File: config.mk
export PLATFORM = sky130hd
export DESIGN_NAME = tile_sequencer_flat
export DESIGN_NICKNAME = d
export VERILOG_FILES = /design/src/rtl/tile_sequencer_if.sv /design/src/rtl/tile_sequencer.sv /design/src/flat_wrapper.sv
export SDC_FILE = /design/constraint.sdc
export NUM_CORES = 1
export LEC_CHECK = 0
export ABC_AREA = 1
export ABC_CLOCK_PERIOD_IN_PS = 2370
export CORE_ASPECT_RATIO = 1.25
export CORE_UTILIZATION = 50
export CTS_BUF_LIST = sky130_fd_sc_hd__clkbuf_16
export CTS_CLUSTER_DIAMETER = 30
export CTS_CLUSTER_SIZE = 25
export DETAILED_ROUTE_END_ITERATION = 7
export GPL_ROUTABILITY_DRIVEN = 0
export GPL_TIMING_DRIVEN = 1
export PLACE_DENSITY_LB_ADDON = 0.3
export SLEW_MARGIN = 20
export SYNTH_ARGS = -nofsm -noshare
export SYNTH_HDL_FRONTEND = slang
export SYNTH_SLANG_ARGS = --single-unit
export TNS_END_PERCENT = 10
File: constraint.sdc
create_clock -name clk -period 2.37 [get_ports clk]
set_input_delay 0.474 -clock clk [delete_from_list [all_inputs] [get_ports clk]]
set_output_delay 0.474 -clock clk [all_outputs]
set_load 0.1 [all_outputs]
File: src/rtl/tile_sequencer_if.sv
// Host command / array strobe bundle for one systolic tile.
interface tile_sequencer_if;
   logic       start;
   logic [4:0] k_len;
   logic       stall;
   logic       busy;
   logic       load_w;
   logic [4:0] w_row;
   logic       feed_en;
   logic       drain_en;
   logic       done;
   logic [4:0] phase_cnt;

   modport master (
      output start, k_len, stall,
      input  busy, load_w, w_row,
      input  feed_en, drain_en, done, phase_cnt
   );

   modport slave (
      input  start, k_len, stall,
      output busy, load_w, w_row,
      output feed_en, drain_en, done, phase_cnt
   );
endinterface

File: src/rtl/tile_sequencer.sv
// Tile phase controller: weight load, operand feed, result drain, done.
// One 5-bit down-counter times every phase.
module tile_sequencer #(
   parameter int DIM = 4
) (
   input  logic             clk,
   input  logic             rst,
   tile_sequencer_if.slave  bus
);
   localparam int CNT_W = 5;
   localparam logic [CNT_W-1:0] LOAD_INIT  = CNT_W'(DIM - 1);
   localparam logic [CNT_W-1:0] DRAIN_INIT = CNT_W'(2 * DIM - 2);
   localparam logic [CNT_W-1:0] ONE        = CNT_W'(1);

   typedef enum logic [2:0] {
      IDLE, LOAD, FEED, DRAIN, DONE
   } state_t;

   state_t           state_q, state_d;
   logic [CNT_W-1:0] cnt_q, cnt_d;
   logic [CNT_W-1:0] klen_q, klen_d;
   logic             last;

   assign last = (cnt_q == '0);

   always_ff @(posedge clk) begin
      if (rst) begin
         state_q <= IDLE;
         cnt_q   <= '0;
         klen_q  <= '0;
      end else begin
         state_q <= state_d;
         cnt_q   <= cnt_d;
         klen_q  <= klen_d;
      end
   end

   always_comb begin
      state_d = state_q;
      cnt_d   = cnt_q;
      klen_d  = klen_q;
      unique case (state_q)
         IDLE: begin
            if (bus.start) begin
               state_d = LOAD;
               cnt_d   = LOAD_INIT;
               klen_d  = bus.k_len;
            end
         end
         LOAD: begin
            if (!bus.stall) begin
               if (!last) begin
                  cnt_d = cnt_q - ONE;
               end else if (klen_q != '0) begin
                  state_d = FEED;
                  cnt_d   = klen_q - ONE;
               end else begin
                  state_d = DRAIN;
                  cnt_d   = DRAIN_INIT;
               end
            end
         end
         FEED: begin
            if (!bus.stall) begin
               if (!last) begin
                  cnt_d = cnt_q - ONE;
               end else begin
                  state_d = DRAIN;
                  cnt_d   = DRAIN_INIT;
               end
            end
         end
         DRAIN: begin
            if (!bus.stall) begin
               if (!last) begin
                  cnt_d = cnt_q - ONE;
               end else begin
                  state_d = DONE;
               end
            end
         end
         DONE: begin
            if (!bus.stall) state_d = IDLE;
         end
         default: begin
            state_d = IDLE;
            cnt_d   = '0;
         end
      endcase
   end

   // strobes drop during stall; busy and counter views stay live
   assign bus.busy      = (state_q != IDLE);
   assign bus.load_w    = (state_q == LOAD) && !bus.stall;
   assign bus.w_row     = (state_q == LOAD) ? cnt_q : '0;
   assign bus.feed_en   = (state_q == FEED) && !bus.stall;
   assign bus.drain_en  = (state_q == DRAIN) && !bus.stall;
   assign bus.done      = (state_q == DONE) && !bus.stall;
   assign bus.phase_cnt = cnt_q;
endmodule

File: src/flat_wrapper.sv
// flat-port wrapper written by rule: the top's interface ports become plain ports
module tile_sequencer_flat 
#(
   parameter int DIM = 4
)
  (clk, rst, bus_start, bus_k_len, bus_stall, bus_busy, bus_load_w, bus_w_row, bus_feed_en, bus_drain_en, bus_done, bus_phase_cnt);
  tile_sequencer_if bus_i ();
  input  logic clk;
  input  logic rst;
  input wire logic [$bits(bus_i.start)-1:0] bus_start;
  input wire logic [$bits(bus_i.k_len)-1:0] bus_k_len;
  input wire logic [$bits(bus_i.stall)-1:0] bus_stall;
  output wire logic [$bits(bus_i.busy)-1:0] bus_busy;
  output wire logic [$bits(bus_i.load_w)-1:0] bus_load_w;
  output wire logic [$bits(bus_i.w_row)-1:0] bus_w_row;
  output wire logic [$bits(bus_i.feed_en)-1:0] bus_feed_en;
  output wire logic [$bits(bus_i.drain_en)-1:0] bus_drain_en;
  output wire logic [$bits(bus_i.done)-1:0] bus_done;
  output wire logic [$bits(bus_i.phase_cnt)-1:0] bus_phase_cnt;
  assign bus_i.start = bus_start;
  assign bus_i.k_len = bus_k_len;
  assign bus_i.stall = bus_stall;
  assign bus_busy = bus_i.busy;
  assign bus_load_w = bus_i.load_w;
  assign bus_w_row = bus_i.w_row;
  assign bus_feed_en = bus_i.feed_en;
  assign bus_drain_en = bus_i.drain_en;
  assign bus_done = bus_i.done;
  assign bus_phase_cnt = bus_i.phase_cnt;
  tile_sequencer #(.DIM(DIM)) u_core (.clk(clk), .rst(rst), .bus(bus_i));
endmodule
==> metrics, run 1 <==
die height 49.0 µm; DP Worst Slack 0.452 ns; WP buf/inv 3; post-synthesis async set-or-reset flop share 0%; number of diodes 0; synth top area cells dfxtp_1 (29%), nand2_1 (17%), nor2_1 (9.8%); crit path launch type flop; clk sinks 13; slowest stage cell, crit path dfxtp_1; Final ANT Viol Nets 0; commonest cells in the netlist nand2_1 (41), nor2_1 (23), inv_1 (17); clk_lat worst skew 0.24 ns; total track usage 30.1%; Final period util 88.8%; register area share after synthesis 29.4%; Post-synth EDFFs 0; Starting Density 55.2%; Die Wd 39.6 µm; CP Data Arrival Time 1.63 ns; IO Pins 24; H-tree depth 1; IO Port Bufs 23; drt drc 0; CTS tree done; DP Wirelength 1810 µm; cell type with the highest aggregate area in the netlist dfxtp_1; CTS clock-pin slew for the worst setup and hold paths 0.04 ns; vias post-DR 1,063; most used flip-flop cell after synthesis dfxtp_1; Unique masters post-synth 19; Gates resized, CTS repair 0; outcome finished, final reports clean; Seq cells post-synth 13; post-route setup slack 0.266 ns; number of global-route vias before repair 970; area grow syn2layout 47.9%; grt total ovfl 0; Slew headroom 69.1%; R2R Setup Slk 0.68 ns; Final min period 2.10 ns; global-route wire length before repair 4130 µm; max cap viols 0; Setup Skew 0.000808 ns; die area 1940 µm²; final setup fails 0; Final Util 81.7%; Core Area 1600 µm²; Tightest Pin Transition 0.463 ns; fmax 475 MHz; Req. time, crit path 1.90 ns; largest net degree at the start of global routing 11; RSZ-0062 raised after global routing false; clock buffer depth 2; Layout Nets 187; Pre-antenna DRT Iters 4; drt via density 5.51; Routed WL 2520 µm; Crit Path Max Fanout 9; number of fill cells 103; CTS hold repair buffers 0; Syn Area/Cell 5.98 µm²; yosys warns 0; initial antenna violation count 0; post-synth top area share 29.4%; CP endpoint kind output port; cts bufs inserted 3; Synth Cell Area 885 µm²; Cells after Synth 148; hold crit path type reg2reg; layout cells sized above 1 21.1%; Critical Setup Path Class reg2out; initial DRC count 29; Post-Syn Nets 159; cells along the critical path inv_2 > nand2_1 > inv_2 > nand2_1 > nor2_1 > buf_12; most frequent cell after synthesis nand2_1; root buffer cell clkbuf_16; Rows 16; tightest hold margin 0.480 ns; Fin. Hold Viols 0; CP top delay family simple AND/OR/NAND/NOR gates; Post-CTS Setup Bufs 0; wire per inst 13.0 µm; Pins Over Slew Limit 0; CP max stage delay 0.37 ns
-- worst paths after layout --
kind	start	to	cells past startpoint
setup / recovery	u_core.state_q[2]	bus_load_w	6
hold / removal	u_core.klen_q[1]	u_core.klen_q[1]	2
setup reg to reg	u_core.bus.phase_cnt[0]	u_core.state_q[1]	7
hold reg to reg	u_core.klen_q[1]	u_core.klen_q[1]	2
-- cells in the final DEF, fill, tap and decap left out, types with 6 or more instances in the layout --
| master | Yosys | routed |
|---|---|---|
| o21ai_0 | 7 | 7 |
| nand2_1 | 41 | 41 |
| nand3_1 | 10 | 10 |
| inv_1 | 17 | 18 |
| nor2_2 | 2 | 6 |
| a21oi_1 | 15 | 15 |
| nor2_1 | 23 | 18 |
| buf_12 | 0 | 9 |
| dfxtp_1 | 13 | 13 |
| clkdlybuf4s50_1 | 0 | 8 |
| buf_4 | 0 | 6 |
-- state kept, by name, indices dropped and copies added (netlist names) --
register	count
u_core.klen_q	5
u_core.bus.phase_cnt	5
u_core.state_q	3
-- per-stage QoR --
step / instances / instance area (µm²) / setup TNS [ns]
final: 193 / 1310 / 0
after global routing: 193 / 1310 / 0
after CTS: 193 / 1310 / 0
after detailed placement: 189 / 1230 / 0
after global placement: 189 / 1230 / 0
after floorplan: 148 / 902 / -0.701
-- layout make-up --
type	count	area (µm²)	area share (%)
timing repair buffer	23	305	23.3
clock buffer	3	75.1	5.74
clock inverter	1	3.75	0.287
multi-input combinational	114	563	43.0
tap	18	22.5	1.72
sequential	13	260	19.9
inverter	21	78.8	6.02
-- cell families after synthesis --
kind of cell | share of synthesized area, %
and+or+nand+nor | 43.7
adders and majority gates | 2.83
DFF | 29.4
AOI/OAI and AO/OA | 14.1
buffers and inverters | 8.91
xor gates and xnor gates | 0.990
-- layer usage --
layer / wire length [µm] / GRT usage [%] / part of all wire, % / up-vias
li1: - / - / - / 528
met5: 0 / 0 / 0 / -
met3: 144 / 5.48 / 5.7 / 8
met4: 61 / 9.20 / 2.4 / 0
met1: 984 / 35.4 / 39 / 478
met2: 1330 / 51.9 / 53 / 49
-- worst min-delay path, delay by kind of cell (launching register included) --
| family | cells | cell delay, ns |
|---|---|---|
| flip-flops | 1 | 0.30 |
| buffers and inverters | 1 | 0.07 |
| AO/OA/AOI/OAI | 1 | 0.06 |
Power of run 1 is not shown: default switching activity piles up to over one toggle a cycle in this logic, so the estimate is an artifact.
==> run 2: changes to the inputs <==
--- a/config.mk
+++ b/config.mk
@@ -7,10 +7,10 @@
 export LEC_CHECK = 0
 export ABC_AREA = 1
 export ABC_CLOCK_PERIOD_IN_PS = 2370
-export CORE_ASPECT_RATIO = 1.25
+export CORE_ASPECT_RATIO = 1.1
 export CORE_UTILIZATION = 50
 export CTS_BUF_LIST = sky130_fd_sc_hd__clkbuf_16
-export CTS_CLUSTER_DIAMETER = 30
+export CTS_CLUSTER_DIAMETER = 100
 export CTS_CLUSTER_SIZE = 25
 export DETAILED_ROUTE_END_ITERATION = 7
 export GPL_ROUTABILITY_DRIVEN = 0
==> run 2 against run 1 <==
The flow now finishes with violations (DRC). Hold slack worse by 0.0036 ns. Design area is essentially flat. Final cell count is 0.52% lower. Global-route usage shrank 0.66 points. Non-clock buffer count stayed put.
==> metrics, run 2 (same netlist as run 1, synthesis figures left out) <==
outcome finished with violations; failing checks DRC; Slew headroom 67.7% (-1.3 points); clk sinks 13 (unchanged); CP top delay family simple AND/OR/NAND/NOR gates; Crit Path Max Fanout 9 (unchanged); Layout Nets 187 (unchanged); drt drc 2 (+2); Fin. Hold Viols 0 (unchanged); initial DRC count 62 (+110%); vias post-DR 1,102 (+3.7%); Critical Setup Path Class reg2out; final setup fails 0 (unchanged); number of global-route vias before repair 1,030 (+6.2%); global-route wire length before repair 4280 µm (+3.5%); Final ANT Viol Nets 0 (unchanged); Design Area, Final 1310 µm² (about the same); largest net degree at the start of global routing 11 (unchanged); Starting Density 54.8% (-0.43 points); CP endpoint kind output port; Tightest Pin Transition 0.483 ns (+0.0202 ns); initial antenna violation count 0 (unchanged); clock buffer depth 2 (unchanged); CP Data Arrival Time 1.66 ns (+0.03 ns); root buffer cell clkbuf_16; IO Port Bufs 23 (unchanged); die area 1940 µm² (about the same); hold crit path type reg2reg; WP buf/inv 3 (unchanged); area grow syn2layout 47.8% (about the same); Routed WL 2640 µm (+5.1%); Rows 15 (-1); number of diodes 0 (unchanged); Final min period 2.13 ns (+0.0278 ns); Core Area 1610 µm² (+0.78%); wire per inst 13.8 µm (+5.7%); slowest stage cell, crit path dfxtp_1; max cap viols 0 (unchanged); IO Pins 24 (unchanged); Req. time, crit path 1.90 ns (about the same); H-tree depth 1 (unchanged); most frequent cells in the layout nand2_1 (41), inv_1 (18), nor2_1 (18); CTS hold repair buffers 0 (unchanged); Setup Skew 0.00133 ns (+0.000525 ns); post-route setup slack 0.238 ns (-0.0278 ns); CTS tree done; layout cells sized above 1 21.1% (unchanged); clk_lat worst skew 0.24 ns (about the same); total track usage 29.4% (-0.66 points); Pins Over Slew Limit 0 (unchanged); drt via density 5.74 (+4.2%); Final period util 89.9% (+1.2 points); Placed Area 1230 µm² (-0.10%); cells along the critical path inv_2 > nand2_1 > inv_2 > nand2_1 > nor2_1 > buf_12; Gates resized, CTS repair 0 (unchanged); die height 46.1 µm (-5.9%); crit path launch type flop; fmax 469 MHz (-1.3%); cts bufs inserted 3 (unchanged); grt total ovfl 0 (unchanged); CP max stage delay 0.37 ns (about the same); CTS clock-pin slew for the worst setup and hold paths 0.04 ns (about the same); Die Wd 42.1 µm (+6.3%); most common cell after layout, fill and taps aside nand2_1; DP Wirelength 1800 µm (-0.43%); DP Worst Slack 0.475 ns (+0.0231 ns); setup TNS 0 ns (unchanged); Post-CTS Setup Bufs 0 (unchanged); Final Util 81.0% (-0.71 points); RSZ-0062 raised after global routing false; Pre-antenna DRT Iters 6 (+2)
-- run 2: cell counts in the layout (fill, tap and decap cells not counted) --
Identical to the previous run, type by type.
-- run 2: worst reg2reg max path, delay by kind of cell (launching register included) --
family / cells / cell delay, ns
DFF: 1 / 0.33
and+or+nand+nor: 3 / 0.61
AOI/OAI and AO/OA: 2 / 0.35
buffers and inverters: 1 / 0.18
adders and majority gates: 1 / 0.28
-- run 2: layout make-up --
cell class                      instances  area (µm²)
Tap cell                               17        21.3
Multi-Input combinational cell        114         563
Sequential cell                        13         260
Inverter                               21        78.8
Timing Repair Buffer                   23         305
Clock buffer                            3        75.1
Clock inverter                          1        3.75
Fill cell                             108         307
-- run 2: path summary, 6_finish.rpt --
kind | from | to | slack, ns | depth (start not counted)
max | u_core.state_q[2] | bus_load_w | 0.24 | 6
max reg2reg | u_core.bus.phase_cnt[0] | u_core.state_q[1] | 0.49 | 7
min | u_core.bus.phase_cnt[1] | u_core.bus.phase_cnt[1] | 0.48 | 2
min reg2reg | u_core.bus.phase_cnt[1] | u_core.bus.phase_cnt[1] | 0.48 | 2
-- run 2: per-stage QoR --
stage / instances / hold slack, ns
5_1_grt: 192 / 0.510
3_5_place_dp: 188 / 0.469
6_report: 192 / 0.477
3_3_place_gp: 188 / 0.461
2_1_floorplan: 148 / 0.447
4_1_cts: 192 / 0.476
-- run 2: layer usage --
layer	up-vias	global-route usage, %	routed length, µm	share of wire [%]
met3	19	7.06	191	7.2
li1	528	-	-	-
met1	496	30.7	1010	38
met2	59	55.9	1320	50
met4	0	15.0	122	4.6
met5	-	0	0	0
Power of run 2 is left out for the same reason.
==> RTL change (config.mk and constraints of run 1) <==
The 5 states of `state_t` get a Gray code encoding in 3 bits.
--- a/src/rtl/tile_sequencer.sv
+++ b/src/rtl/tile_sequencer.sv
@@ -15,3 +15,3 @@
    typedef enum logic [2:0] {
-      IDLE, LOAD, FEED, DRAIN, DONE
+      IDLE = 3'b000, LOAD = 3'b001, FEED = 3'b011, DRAIN = 3'b010, DONE = 3'b110
    } state_t;
Function: no difference found for any inputs over 10 cycles, from zero or initial values and one cycle with rst high; not proved beyond that.
==> RTL change against run 1 <==
  * Die area grew 6.1%
  * First-iteration DRC count fell by 41%
  * Worst setup slack improved by 6.6 ps
  * Area after synthesis is 6.4% higher
  * Non-clock buffer count is the same
  * Critical path depth down 3
  * Via count shrank 10%
  * Sequential cell count stayed put
  * Routed wire length is 15% lower
  * Design area is 2.8% higher
  * Synthesized cell count decreased by 4.7%
==> RTL change: results (changes against run 1) <==
[clock_tree]
cts-resized-gates=0  ; unchanged
clk_pin_slew_ps=40  ; about the same
clock_latency_ps=240  ; about the same
post_cts_buffers=0  ; unchanged
clk_path_buf_depth=2  ; unchanged
cts_buffers=3  ; unchanged
cts-htree-levels=1  ; unchanged
root_buffer=clkbuf_16

[detailed_routing]
ant_nets=0  ; unchanged
drt_iter0_drc=17  ; -41%
drt-pass1-iter-count=4  ; unchanged
wire_per_inst_um=11.5  ; -12%
viasPerCell=5.15  ; -6.6%

[status]
outcome=complete, no violations

[synth]
synth_warnings=0  ; unchanged
netlist_top_cells_area=dfxtp_1 (28%), nand2_1 (14%), inv_1 (6.8%), a21oi_1 (6.4%), nor2_1 (5.6%)
postSynthCellCount=141  ; -4.7%
synthXorXnorAreaFrac_pct=0.931  ; -0.059 points
seq_area_frac_synth_pct=27.7  ; -1.8 points
synthArstFlopShare_pct=0  ; unchanged
synth_commonest_cells=nand2_1 (34), inv_1 (17), nor2_1 (14), dfxtp_1 (13), a21oi_1 (12)
synth_cell_types=23  ; +4
synth_nets=152  ; -4.4%
synth-compound-area-share_pct=15.4  ; +1.3 points
synth_fa_ha_area_share_pct=2.66  ; -0.17 points
muxShareOfSynthArea_pct=0  ; unchanged

[critical_path]
worstPathMaxFanout=6  ; -3
cp.arrival_ps=1620
r2r-start=u_core.bus.phase_cnt[0]
critPathLaunch=bus_stall

[hold_path]
min_from=u_core.klen_q[4]
hp-class=reg -> reg

[cells_and_area]
drive_gt1_share_pct=24.0  ; +2.8 points
finalNonFillerCells=186  ; -3.6%
n_antenna_cell=0  ; unchanged

[placement]
dp_slack_ps=288  ; -164 ps
place_inst=182  ; -3.7%
port_buffers=23  ; unchanged
dp_hpwl_um=1660  ; -8.5%

[pwr]
vdd_drop_max_mv=1.21
p_leak_uw=0.000600
switching_share_pct=56.5

[global_route]
grt_start_max_net_pins=11  ; unchanged
antenna_found_initial=0  ; unchanged
grt_usage_pct=24.3  ; -5.8 points
grt_pass1_wl_um=3490  ; -16%
grt_pass1_vias=876  ; -9.7%

[timing]
relSlewSlack_pct=73.1  ; +4.0 points
skew_ps=2.12  ; +1.31 ps

==> RTL change: final timing paths <==
path | end | slack [ps] | depth (start not counted)
min | u_core.klen_q[4] | 480 | 2
min reg2reg | u_core.klen_q[4] | 480 | 2
max | bus_done | 270 | 3
max reg2reg | u_core.bus.phase_cnt[0] | 800 | 11
==> RTL change: metal layers <==
metal | part of all wire (%) | routed length [um] | track usage [%]
met5 | 0 | 0 | 0
met2 | 53 | 1140 | 42.2
met3 | 3.0 | 65 | 4.42
met4 | 1.8 | 39 | 8.33
met1 | 42 | 900 | 27.4
==> RTL change: through the flow <==
step                      cell area, sq um  TNS, ps
after floorplan                        941    -5110
after global placement                1270        0
after detailed placement              1270        0
after CTS                             1350        0
after global routing                  1350        0
final                                 1350        0
==> RTL change: area by class of cell <==
cell class | instances | area (sq um)
fillers | 125 | 420
well taps | 19 | 23.8
clock inverters | 1 | 3.75
inverters | 21 | 81.3
clock buffers | 3 | 75.1
flip-flops and latches | 13 | 260
multi-input cells | 106 | 596
repair buffers | 23 | 305
==> RTL change: kinds of logic after synthesis <==
kind of cell             Yosys count
AO/OA/AOI/OAI                     23
buffers and inverters             22
adder cells (fa/ha/maj)            2
XOR/XNOR                           1
AND/OR/NAND/NOR                   80
flip-flops                        13
==> RTL change: critical path, cell delays in order <==
cell and delay, ps:
clkdlybuf4s50_1 530, nor3_1 390, buf_12 230
==> RTL change: power by group through the flow <==
stage	sequential (uW)	clock [uW]	combinational (uW)
floorplan	565	0	1030
global placement	370	0	1510
detailed placement	375	0	1540
CTS	372	313	1560
global route	381	322	1670
finish	372	313	1550
